[src/rtl/oled_pixel_streamer_if.sv]
// Renderer-facing pixel bus plus the Pmod OLED serial pins.
// The streamer is the master; the renderer/pin side is the slave.
interface oled_pixel_streamer_if;
  logic        enable;
  logic [15:0] oled_data;
  logic [6:0]  x;
  logic [5:0]  y;
  logic        frame_begin;
  logic        sample_pixel;
  logic        busy;
  logic        cs_n;
  logic        sclk;
  logic        sdin;
  logic        dc;

  modport master (
    input  enable,
    input  oled_data,
    output x,
    output y,
    output frame_begin,
    output sample_pixel,
    output busy,
    output cs_n,
    output sclk,
    output sdin,
    output dc
  );

  modport slave (
    output enable,
    output oled_data,
    input  x,
    input  y,
    input  frame_begin,
    input  sample_pixel,
    input  busy,
    input  cs_n,
    input  sclk,
    input  sdin,
    input  dc
  );
endinterface

[src/rtl/oled_pixel_streamer.sv]
// Raster-scans the panel, latches one RGB565 pixel per position from the renderer
// and shifts it MSB-first to the OLED controller over cs_n/sclk/sdin/dc.
module oled_pixel_streamer #(
  parameter int WIDTH      = 96,
  parameter int HEIGHT     = 64,
  parameter int CLK_DIV    = 2,
  parameter int GAP_CYCLES = 16
) (
  input  logic                   clk,
  input  logic                   rst_n,
  oled_pixel_streamer_if.master  bus
);

  localparam int DIV_W = (CLK_DIV > 1) ? $clog2(CLK_DIV) : 1;
  localparam int GAP_W = (GAP_CYCLES > 1) ? $clog2(GAP_CYCLES) : 1;
  localparam logic [DIV_W-1:0] DIV_LAST = DIV_W'(CLK_DIV - 1);
  localparam logic [GAP_W-1:0] GAP_LAST = GAP_W'(GAP_CYCLES - 1);
  localparam logic [6:0]       X_LAST   = 7'(WIDTH - 1);
  localparam logic [5:0]       Y_LAST   = 6'(HEIGHT - 1);

  typedef enum logic [1:0] {
    S_IDLE,
    S_LOAD,
    S_SHIFT,
    S_GAP
  } state_t;

  state_t           state_q;
  logic [6:0]       x_q;
  logic [5:0]       y_q;
  logic             frame_begin_q;
  logic             cs_n_q;
  logic             sclk_q;
  logic             sdin_q;
  logic             dc_q;
  logic [15:0]      shift_q;
  logic [3:0]       bit_q;
  logic [DIV_W-1:0] div_q;
  logic [GAP_W-1:0] gap_q;

  logic div_done;
  logic gap_done;
  logic x_last;
  logic y_last;

  assign div_done = (div_q == DIV_LAST);
  assign gap_done = (gap_q == GAP_LAST);
  assign x_last   = (x_q == X_LAST);
  assign y_last   = (y_q == Y_LAST);

  always_ff @(posedge clk or negedge rst_n) begin
    if (!rst_n) begin
      state_q       <= S_IDLE;
      x_q           <= '0;
      y_q           <= '0;
      frame_begin_q <= 1'b0;
      cs_n_q        <= 1'b1;
      sclk_q        <= 1'b1;
      sdin_q        <= 1'b0;
      dc_q          <= 1'b0;
      shift_q       <= '0;
      bit_q         <= '0;
      div_q         <= '0;
      gap_q         <= '0;
    end else begin
      frame_begin_q <= 1'b0;
      case (state_q)
        S_IDLE: begin
          if (bus.enable) begin
            state_q       <= S_LOAD;
            frame_begin_q <= 1'b1;
            cs_n_q        <= 1'b0;
            dc_q          <= 1'b1;
          end
        end

        // The shift register keeps only the bits still to be sent, so bit 15
        // of it is always the next bit to present on sdin.
        S_LOAD: begin
          state_q <= S_SHIFT;
          shift_q <= {bus.oled_data[14:0], 1'b0};
          sdin_q  <= bus.oled_data[15];
          sclk_q  <= 1'b0;
          bit_q   <= 4'd15;
          div_q   <= '0;
        end

        S_SHIFT: begin
          if (!div_done) begin
            div_q <= div_q + DIV_W'(1);
          end else begin
            div_q <= '0;
            if (!sclk_q) begin
              sclk_q <= 1'b1;
            end else if (bit_q != 4'd0) begin
              sclk_q  <= 1'b0;
              sdin_q  <= shift_q[15];
              shift_q <= {shift_q[14:0], 1'b0};
              bit_q   <= bit_q - 4'd1;
            end else if (!x_last) begin
              // sclk stays high through LOAD; the next falling edge starts the next pixel.
              x_q     <= x_q + 7'd1;
              state_q <= S_LOAD;
            end else if (!y_last) begin
              x_q     <= '0;
              y_q     <= y_q + 6'd1;
              state_q <= S_LOAD;
            end else begin
              x_q     <= '0;
              y_q     <= '0;
              gap_q   <= '0;
              cs_n_q  <= 1'b1;
              dc_q    <= 1'b0;
              sdin_q  <= 1'b0;
              state_q <= S_GAP;
            end
          end
        end

        S_GAP: begin
          if (!gap_done) begin
            gap_q <= gap_q + GAP_W'(1);
          end else begin
            gap_q <= '0;
            if (bus.enable) begin
              state_q       <= S_LOAD;
              frame_begin_q <= 1'b1;
              cs_n_q        <= 1'b0;
              dc_q          <= 1'b1;
            end else begin
              state_q <= S_IDLE;
            end
          end
        end

        default: state_q <= S_IDLE;
      endcase
    end
  end

  assign bus.x            = x_q;
  assign bus.y            = y_q;
  assign bus.frame_begin  = frame_begin_q;
  assign bus.cs_n         = cs_n_q;
  assign bus.sclk         = sclk_q;
  assign bus.sdin         = sdin_q;
  assign bus.dc           = dc_q;
  assign bus.sample_pixel = (state_q == S_LOAD);
  assign bus.busy         = (state_q == S_LOAD) || (state_q == S_SHIFT);

endmodule

[src/flat_wrapper.sv]
// flat-port wrapper written by rule: the top's interface ports become plain ports
module oled_pixel_streamer_flat 
#(
  parameter int WIDTH      = 96,
  parameter int HEIGHT     = 64,
  parameter int CLK_DIV    = 2,
  parameter int GAP_CYCLES = 16
)
  (clk, rst_n, bus_enable, bus_oled_data, bus_x, bus_y, bus_frame_begin, bus_sample_pixel, bus_busy, bus_cs_n, bus_sclk, bus_sdin, bus_dc);
  oled_pixel_streamer_if bus_i ();
  input  logic clk;
  input  logic rst_n;
  input wire logic [$bits(bus_i.enable)-1:0] bus_enable;
  input wire logic [$bits(bus_i.oled_data)-1:0] bus_oled_data;
  output wire logic [$bits(bus_i.x)-1:0] bus_x;
  output wire logic [$bits(bus_i.y)-1:0] bus_y;
  output wire logic [$bits(bus_i.frame_begin)-1:0] bus_frame_begin;
  output wire logic [$bits(bus_i.sample_pixel)-1:0] bus_sample_pixel;
  output wire logic [$bits(bus_i.busy)-1:0] bus_busy;
  output wire logic [$bits(bus_i.cs_n)-1:0] bus_cs_n;
  output wire logic [$bits(bus_i.sclk)-1:0] bus_sclk;
  output wire logic [$bits(bus_i.sdin)-1:0] bus_sdin;
  output wire logic [$bits(bus_i.dc)-1:0] bus_dc;
  assign bus_i.enable = bus_enable;
  assign bus_i.oled_data = bus_oled_data;
  assign bus_x = bus_i.x;
  assign bus_y = bus_i.y;
  assign bus_frame_begin = bus_i.frame_begin;
  assign bus_sample_pixel = bus_i.sample_pixel;
  assign bus_busy = bus_i.busy;
  assign bus_cs_n = bus_i.cs_n;
  assign bus_sclk = bus_i.sclk;
  assign bus_sdin = bus_i.sdin;
  assign bus_dc = bus_i.dc;
  oled_pixel_streamer #(.WIDTH(WIDTH), .HEIGHT(HEIGHT), .CLK_DIV(CLK_DIV), .GAP_CYCLES(GAP_CYCLES)) u_core (.clk(clk), .rst_n(rst_n), .bus(bus_i));
endmodule
[config.mk]
export PLATFORM = sky130hd
export DESIGN_NAME = oled_pixel_streamer_flat
export DESIGN_NICKNAME = d
export VERILOG_FILES = /design/src/rtl/oled_pixel_streamer_if.sv /design/src/rtl/oled_pixel_streamer.sv /design/src/flat_wrapper.sv
export SDC_FILE = /design/constraint.sdc
export NUM_CORES = 1
export LEC_CHECK = 0
export CORE_MARGIN = 1.5
export CORE_UTILIZATION = 47
export DETAILED_ROUTE_END_ITERATION = 10
export GPL_TIMING_DRIVEN = 0
export PLACE_DENSITY = 0.72
export SKIP_LAST_GASP = 1
export SYNTH_ARGS = -nofsm -noshare
export SYNTH_HDL_FRONTEND = slang
export SYNTH_SLANG_ARGS = --single-unit
[constraint.sdc]
create_clock -name clk -period 2.1 [get_ports clk]
set_input_delay 0.21 -clock clk [delete_from_list [all_inputs] [get_ports clk]]
set_output_delay 0.21 -clock clk [all_outputs]
set_load 0.05 [all_outputs]
==> results_tabular.tex, run 1 <==
\begin{tabular}{lr}
\hline
Metric & Value \\
\hline
\multicolumn{2}{l}{\textbf{Synthesis}} \\
Mux cell area share after synthesis & a little over 6\% \\
Dominant cell by count in the synthesized netlist & sky130\_fd\_sc\_hd\_\_dfrtp\_1 \\
Top cells by area, synth & sky130\_fd\_sc\_hd\_\_dfrtp\_1 (46\%), sky130\_fd\_sc\_hd\_\_mux2i\_1 (6.1\%), sky130\_fd\_sc\_hd\_\_a21oi\_1 (5.5\%), sky130\_fd\_sc\_hd\_\_ha\_1 (4.9\%), sky130\_fd\_sc\_hd\_\_nand2\_1 (4.9\%) \\
Synth Flop Type & sky130\_fd\_sc\_hd\_\_dfrtp\_1 \\
Post-synthesis average cell area & around 9.7 µm² \\
EDFF count, synth & 0 \\
Netlist Area Pre-Place & about 2300 µm² \\
Async set-reset flop share out of synthesis & 100\% \\
Number of storage elements in the synthesis netlist & 44 \\
Area fraction of the dominant cell type after synthesis & around 46\% \\
Proportion of synthesized chip area in sequential cells & roughly 48\% \\
Yosys warns & 0 \\
Synth area leader & sky130\_fd\_sc\_hd\_\_dfrtp\_1 \\
Commonest cells in the synthesized netlist & sky130\_fd\_sc\_hd\_\_dfrtp\_1 (42), sky130\_fd\_sc\_hd\_\_nand2\_1 (30), sky130\_fd\_sc\_hd\_\_a21oi\_1 (25) \\
Post-synthesis cell count & roughly 240 \\
Number of distinct library cells after synthesis & 43 \\
Adder-cell area share of the yosys netlist & 4.93\% \\
Syn\_nets & approximately 260 \\
Dominant combinational cell family by area after synthesis & simple AND/OR/NAND/NOR gates \\
XOR/XNOR Fraction of Synth Area & between 2 and 2.5\% \\
Simple logic cell fraction of the synthesized area & between 20\% and 30\% \\
Share of the synthesized area in compound gates (AO/OA/AOI/OAI) & around 14\% \\
\multicolumn{2}{l}{\textbf{Layout}} \\
Area used by multi-input combinational logic & between 1000 and 1500 µm² \\
Number of fill cells in the layout & 420 \\
Number of nets in the layout & about 320 \\
Layout-stage area growth over the synthesis result & 27.8\% \\
Total area of sequential cells & 1110 µm² \\
Fraction of layout instances using a drive strength above 1 & between 10 and 15\% \\
Antenna fix cells & 0 \\
\multicolumn{2}{l}{\textbf{Critical path}} \\
CP Max Fanout & 10 \\
Required time worst endpoint & 2.27 ns \\
Endpoint kind of the worst setup timing path & flop \\
Element type at the critical path start & flop \\
Setup CP Type & flop to flop \\
Arrival time reported for the critical path endpoint & $\sim$2.2 ns \\
\multicolumn{2}{l}{\textbf{CTS}} \\
Clock-pin slew reported for the worst setup and hold paths after clock tree synthesis & $\sim$0.080 ns \\
Clk Tree Root Cell & sky130\_fd\_sc\_hd\_\_clkbuf\_8 \\
TritonCTS clock tree & done \\
Bufs on Longest Clock Path & 2 \\
Worst-Skew Late Latency & 0.29 ns \\
Count of clock tree sinks & 44 \\
H-tree level count & 2 \\
Clock buffers created by TritonCTS & 5 \\
\multicolumn{2}{l}{\textbf{Power}} \\
Net switching fraction of the power & between 20\% and 30\% \\
Internal Pwr Total & 0.00116 W \\
Comb power frac & under 10\% \\
Pwr/cell area & 505 nW/µm² \\
Clk pwr share & a little under two fifths \\
Worst IR Drop VDD & $\sim$0.36 mV \\
Leakage power total & $\sim$1.4 nW \\
Final Total Pwr & between 0.001 and 0.0015 W \\
Relative contribution of sequential cells to total power & between 50 and 60\% \\
Switching Power & around 0.00031 W \\
\multicolumn{2}{l}{\textbf{Detailed routing}} \\
Starting DRT DRC Count & $\sim$100 \\
Overall via count from detail\_route & between 1500 and 2000 \\
Residual antenna-violating net count after detailed routing & 0 \\
Final wirelength & between 4000 and 5000 µm \\
Final routed DRC violation total & 0 \\
Routed length per placed instance & approximately 13 µm \\
DR pass1 iterations & 5 \\
Per-cell via count in the routed design & approximately 5.6 \\
\multicolumn{2}{l}{\textbf{Status}} \\
Run status & completed \\
\multicolumn{2}{l}{\textbf{STA}} \\
Setup violators final & 0 \\
Worst Max-Slew Pin Slew & around 0.55 ns \\
Worst slew margin relative to its limit & between 60\% and 70\% \\
Clock skew after layout & 0.00665 ns \\
Max-slew violation count & 0 \\
Top achievable clock speed & 0.496 GHz \\
Slack of the critical path & 0.0843 ns \\
Shortest period the worst path allows & 2.02 ns \\
Final number of hold-violating endpoints & 0 \\
Post-route clock period utilization & between 90\% and 100\% \\
RSZ-0062 raised after global routing & yes \\
\multicolumn{2}{l}{\textbf{Placement}} \\
Number of buffers inserted by port buffering & 38 \\
Placement Setup Slack & -0.174 ns \\
Detail Placement HPWL & approximately 3400 µm \\
Final GP Congestion & $\sim$0.79 \\
\multicolumn{2}{l}{\textbf{Flow run}} \\
Count of max-cap constraint violations & 0 \\
\multicolumn{2}{l}{\textbf{Global route}} \\
Total Routing Usage GR & about a fifth \\
Aggregate global routing overflow & 0 \\
Via count of the first global-routing pass & approximately 1800 \\
Maximum number of pins on one net before global-route repair & 24 \\
Number of antenna violations at the first check in global routing & 0 \\
Wire length of the first global-routing pass & between 8000 and 9000 µm \\
\multicolumn{2}{l}{\textbf{Floorplanning}} \\
Ports placed on the boundary & 39 \\
Row Count & 25 \\
Vert. Die Dim & around 73 µm \\
Die X-Extent & 72.7 µm \\
Die outline area & 5280 µm² \\
Standard cell core area & roughly 4700 µm² \\
Effective utilization at floorplan & 48.6\% \\
\multicolumn{2}{l}{\textbf{Hold path}} \\
Type of the worst min-delay path & primary input to async pin \\
\hline
\end{tabular}
state kept, by name, indices dropped and copies added, names as in the netlist, 2 cells and up:
signal,count
u_core.shift_q,15
u_core.bus.x,7
u_core.bus.y,6
u_core.bit_q,4
u_core.gap_q,4
u_core.state_q,2
worst paths after layout:
kind | from | slack (ns) | to | cells past startpoint
min in group clk | bus_oled_data[0] | 0.47 | u_core.shift_q[1] | 3
worst max register to register | u_core.state_q[0] | 0.08 | u_core.bus.y[4] | 8
max in group asynchronous | rst_n | 1.18 | u_core.bus.y[3] | 3
worst min-delay path | rst_n | 0.42 | u_core.state_q[0] | 2
worst min register to register | u_core.bus.cs_n | 0.47 | u_core.bus.cs_n | 2
worst max-delay path | u_core.state_q[0] | 0.08 | u_core.bus.y[4] | 8
metrics by stage:
step	area, µm²	utilization [%]	hold slack (ns)	cells	setup TNS [ns]
after CTS	2860	61.0	0.431	338	0
after global routing	2920	62.2	0.471	342	-0.0396
after floorplan	2280	-	-0.0856	236	0
after detailed placement	2760	58.7	0.222	329	-0.601
final	2920	62.2	0.420	342	0
after global placement	2730	58.2	0.460	328	-16.05
routing by layer:
metal	vias up	GRT usage (%)	wire length, µm
met5	-	0	0
met4	0	5.45	45
met3	6	5.11	156
met2	42	30.7	2160
met1	922	25.4	2220
li1	937	-	-
cell type report:
cell class,count,area share [%]
multi-input cells,173,38.4
flip-flops and latches,44,38.0
repair buffers,44,15.0
clock buffers,7,2.96
well taps,54,2.32
plain buffers,7,1.54
inverters,12,1.54
clock inverters,1,0.257
power by group through the flow:
stage	Clock, W	Combinational, W	Sequential [W]
3_3_place_gp	0	0.0000653	0.000870
4_1_cts	0.000567	0.0000726	0.000853
3_5_place_dp	0	0.0000712	0.000870
5_1_grt	0.000611	0.0000783	0.000854
6_report	0.000548	0.0000706	0.000853
2_1_floorplan	0	0.00000719	0.000873
critical path: stages (launching register included):
cell,delay [ns]
sky130_fd_sc_hd__dfrtp_1,0.44
sky130_fd_sc_hd__inv_1,0.14
sky130_fd_sc_hd__ha_1,0.20
sky130_fd_sc_hd__clkbuf_8,0.17
sky130_fd_sc_hd__and3_1,0.21
sky130_fd_sc_hd__nand2_2,0.13
sky130_fd_sc_hd__nor3_4,0.31
sky130_fd_sc_hd__nand4_1,0.15
sky130_fd_sc_hd__xnor2_1,0.15
logic make-up after synthesis:
logic type      Yosys count
compound gates           54
xor+xnor                  6
fa+ha+maj                 9
buf+inv                  19
flops                    44
mux                      14
simple gates             90
cell usage in the layout (no fill, tap or decap), types with 3 or more instances in the layout:
master,instances
sky130_fd_sc_hd__ha_1,9
sky130_fd_sc_hd__nand3_1,13
sky130_fd_sc_hd__clkbuf_8,7
sky130_fd_sc_hd__a21oi_1,25
sky130_fd_sc_hd__nand4_1,5
sky130_fd_sc_hd__nor2_1,20
sky130_fd_sc_hd__clkbuf_2,4
sky130_fd_sc_hd__a31oi_1,4
sky130_fd_sc_hd__buf_4,4
sky130_fd_sc_hd__nor3_1,3
sky130_fd_sc_hd__o21ai_0,10
sky130_fd_sc_hd__nand3b_1,3
sky130_fd_sc_hd__inv_1,12
sky130_fd_sc_hd__clkdlybuf4s50_1,35
sky130_fd_sc_hd__xnor2_1,5
sky130_fd_sc_hd__nand2_1,29
sky130_fd_sc_hd__mux2i_1,14
sky130_fd_sc_hd__dfrtp_1,38
sky130_fd_sc_hd__dfrtp_2,4
timing repair:
item                                    CTS  global route
pin swaps                                 0             4
setup buffers                             0             4
endpoints found under the setup margin   13            24
endpoints found under the hold margin    19             0
resized for setup                         4            16
hold buffers                              1             0
No activity file was read; power rests on OpenSTA's default activity.
==> run 2, diff against run 1 <==
--- a/config.mk
+++ b/config.mk
@@ -6,10 +6,10 @@
 export NUM_CORES = 1
 export LEC_CHECK = 0
 export CORE_MARGIN = 1.5
-export CORE_UTILIZATION = 47
+export CORE_UTILIZATION = 35
 export DETAILED_ROUTE_END_ITERATION = 10
 export GPL_TIMING_DRIVEN = 0
-export PLACE_DENSITY = 0.72
+export PLACE_DENSITY = 0.56
 export SKIP_LAST_GASP = 1
 export SYNTH_ARGS = -nofsm -noshare
 export SYNTH_HDL_FRONTEND = slang
==> run 2 against run 1 <==
  * Design area grew 0.73%
  * Combinational power shrank 3%
  * Core utilization shrank 16 points
  * Critical endpoint is now bus_busy
  * Sequential power is essentially flat
  * Clock power grew 3%
  * Setup slack gained 0.012 ns
  * Count of clock-buffer cells in the layout is the same
  * Critical path type is now flop to output port
  * Largest power group unchanged
==> results_tabular.tex, run 2 (synthesis gave the netlist of run 1 again) <==
\begin{tabular}{lr}
\hline
Metric & Value \\
\hline
\multicolumn{2}{l}{\textbf{Status}} \\
Run status & completed \\
\multicolumn{2}{l}{\textbf{Critical path}} \\
Cell at the slowest stage of the critical path & sky130\_fd\_sc\_hd\_\_clkdlybuf4s15\_1 \\
Endpoint kind of the worst setup timing path & output port \\
Category of cells accounting for the largest share of critical-path delay & buffers and inverters \\
CP Max Fanout & 7 \\
Logic depth of the worst setup path including buffers & 3 \\
Arrival time reported for the critical path endpoint & between 1.5 and 2 ns \\
Element type at the critical path start & flop \\
Crit path cell chain & inv\_1, ha\_1, clkdlybuf4s15\_1 \\
Maximum cell stage delay along the critical path & about 0.54 ns \\
Logic depth of the worst register-to-register path & 7 \\
Buffers plus inverters on the worst setup path & 2 \\
Required time worst endpoint & roughly 1.9 ns \\
Setup CP Type & flop to output port \\
\multicolumn{2}{l}{\textbf{STA}} \\
Shortest period the worst path allows & 2.00 ns \\
RSZ-0062 raised after global routing & no \\
Max-slew violation count & 0 \\
Clock skew after layout & around 0.0052 ns \\
Setup total negative slack & 0 ns \\
Worst Max-Slew Pin Slew & between 0.7 and 0.8 ns \\
Setup violators final & 0 \\
Top achievable clock speed & approximately 0.50 GHz \\
Slack of the critical path & 0.0962 ns \\
Post-route clock period utilization & 95.4\% \\
Final number of hold-violating endpoints & 0 \\
Worst slew margin relative to its limit & between 50\% and 60\% \\
\multicolumn{2}{l}{\textbf{CTS}} \\
TritonCTS clock tree & done \\
Clk Tree Root Cell & sky130\_fd\_sc\_hd\_\_clkbuf\_8 \\
Count of clock tree sinks & between 40 and 50 \\
Clock-pin slew reported for the worst setup and hold paths after clock tree synthesis & 0.08 ns \\
Bufs on Longest Clock Path & 2 \\
H-tree level count & 2 \\
Clock buffers created by TritonCTS & 5 \\
Worst-Skew Late Latency & 0.30 ns \\
\multicolumn{2}{l}{\textbf{Floorplanning}} \\
Row Count & 29 \\
Die X-Extent & approximately 84 µm \\
Effective utilization at floorplan & between 30\% and 40\% \\
Ports placed on the boundary & 39 \\
Standard cell core area & around 6300 µm² \\
Die outline area & 7010 µm² \\
Vert. Die Dim & 83.8 µm \\
\multicolumn{2}{l}{\textbf{Global route}} \\
Wire length of the first global-routing pass & 8440 µm \\
Aggregate global routing overflow & 0 \\
Total Routing Usage GR & between 10 and 15\% \\
Number of antenna violations at the first check in global routing & 0 \\
Via count of the first global-routing pass & 1831 \\
Maximum number of pins on one net before global-route repair & 27 \\
\multicolumn{2}{l}{\textbf{Layout}} \\
Antenna fix cells & 0 \\
Number of fill cells in the layout & 638 \\
Layout Cells excl Fill & 364 \\
Layout-stage area growth over the synthesis result & 28.7\% \\
Most frequent standard cell in the layout excluding fill and tap cells & sky130\_fd\_sc\_hd\_\_dfrtp\_1 \\
Flip-flop count of the largest register, all copies and words added & 15 \\
Post-route cell area & 2940 µm² \\
Reg with most FFs & u\_core.shift\_q \\
Fraction of layout instances using a drive strength above 1 & a little over an eighth \\
Number of nets in the layout & around 310 \\
Commonest non-fill, non-tap cells in the layout & sky130\_fd\_sc\_hd\_\_dfrtp\_1 (39), sky130\_fd\_sc\_hd\_\_clkdlybuf4s50\_1 (35), sky130\_fd\_sc\_hd\_\_nand2\_1 (29) \\
\multicolumn{2}{l}{\textbf{Detailed routing}} \\
Final wirelength & a little under 5000 µm \\
Per-cell via count in the routed design & 5.21 \\
Final routed DRC violation total & 0 \\
Overall via count from detail\_route & between 1500 and 2000 \\
Residual antenna-violating net count after detailed routing & 0 \\
Starting DRT DRC Count & 81 \\
DR pass1 iterations & 4 \\
Routed length per placed instance & roughly 13 µm \\
\multicolumn{2}{l}{\textbf{Flow run}} \\
Count of max-cap constraint violations & 0 \\
\multicolumn{2}{l}{\textbf{Placement}} \\
Number of buffers inserted by port buffering & 38 \\
Instance area at placement & $\sim$2800 µm² \\
Detail Placement HPWL & approximately 3500 µm \\
Final GP Congestion & 0.782 \\
Number of placed instances with taps included & $\sim$350 \\
Placement Setup Slack & -0.212 ns \\
\multicolumn{2}{l}{\textbf{Power}} \\
Final Total Pwr & roughly 0.0015 W \\
Pwr/cell area & approximately 500 nW/µm² \\
Leakage power total & 1.43 nW \\
Worst IR Drop VDD & 0.249 mV \\
\multicolumn{2}{l}{\textbf{Hold path}} \\
Type of the worst min-delay path & primary input to async pin \\
\hline
\end{tabular}
[run 2: worst paths after layout]
path                            slack (ns)           endpoint              start
max in group asynchronous             1.21    u_core.bit_q[0]              rst_n
worst max register to register        0.14    u_core.bus.x[5]    u_core.bit_q[0]
min in group clk                      0.46  u_core.shift_q[1]   bus_oled_data[0]
worst min register to register        0.49    u_core.bus.cs_n    u_core.bus.cs_n
worst min-delay path                  0.39  u_core.state_q[0]              rst_n
worst max-delay path                   0.1           bus_busy  u_core.state_q[1]
[run 2: per-layer routing]
| layer | part of all wire [%] | wire length, µm | track usage [%] |
|---|---|---|---|
| met5 | 0 | 0 | 0 |
| met4 | 0.83 | 40 | 4.32 |
| met3 | 4.5 | 216 | 3.26 |
| met2 | 45 | 2200 | 23.4 |
| met1 | 49 | 2380 | 19.9 |
[run 2: cell type report]
cell class / count / area [µm²] / area share, %
sequential: 44 / 1110 / 37.7
buffer: 7 / 46.3 / 1.58
timing repair buffer: 43 / 427 / 14.5
clock buffer: 7 / 86.3 / 2.94
inverter: 12 / 45.0 / 1.53
tap: 77 / 96.3 / 3.28
multi-input combinational: 173 / 1120 / 38.2
clock inverter: 1 / 7.51 / 0.256
[run 2: report_power, final]
part | internal, W | switching, W | leakage (nW) | total [W]
clock network | 0.000268 | 0.000298 | 0.0445 | 0.000566
logic | 0.0000392 | 0.0000296 | 0.812 | 0.0000688
registers | 0.000850 | 0.00000233 | 0.573 | 0.000853
total | 0.00116 | 0.000330 | 1.43 | 0.00149
[run 2: worst register-to-register path: stages, from the launching register on]
cell	delay [ns]
sky130_fd_sc_hd__dfrtp_1	0.41
sky130_fd_sc_hd__inv_1	0.07
sky130_fd_sc_hd__ha_1	0.19
sky130_fd_sc_hd__or3b_4	0.41
sky130_fd_sc_hd__nor2_4	0.18
sky130_fd_sc_hd__nand4_1	0.15
sky130_fd_sc_hd__or4_1	0.41
sky130_fd_sc_hd__nand2_1	0.08
[run 2: what timing repair did]
item / CTS / global route
setup endpoints to repair: 23 / 25
pin swaps: 0 / 5
gates resized for setup: 7 / 11
hold buffers: 1 / 0
hold endpoints to repair: 16 / 0
buffers inserted: 0 / 3
gates cloned: 0 / 0
[run 2: through the flow]
| stage | util, % | hold WS, ns |
|---|---|---|
| global route | 46.5 | 0.422 |
| detailed placement | 44.0 | 0.190 |
| CTS | 45.8 | 0.404 |
| global placement | 43.7 | 0.459 |
| finish | 46.5 | 0.390 |
| floorplan | - | -0.0856 |
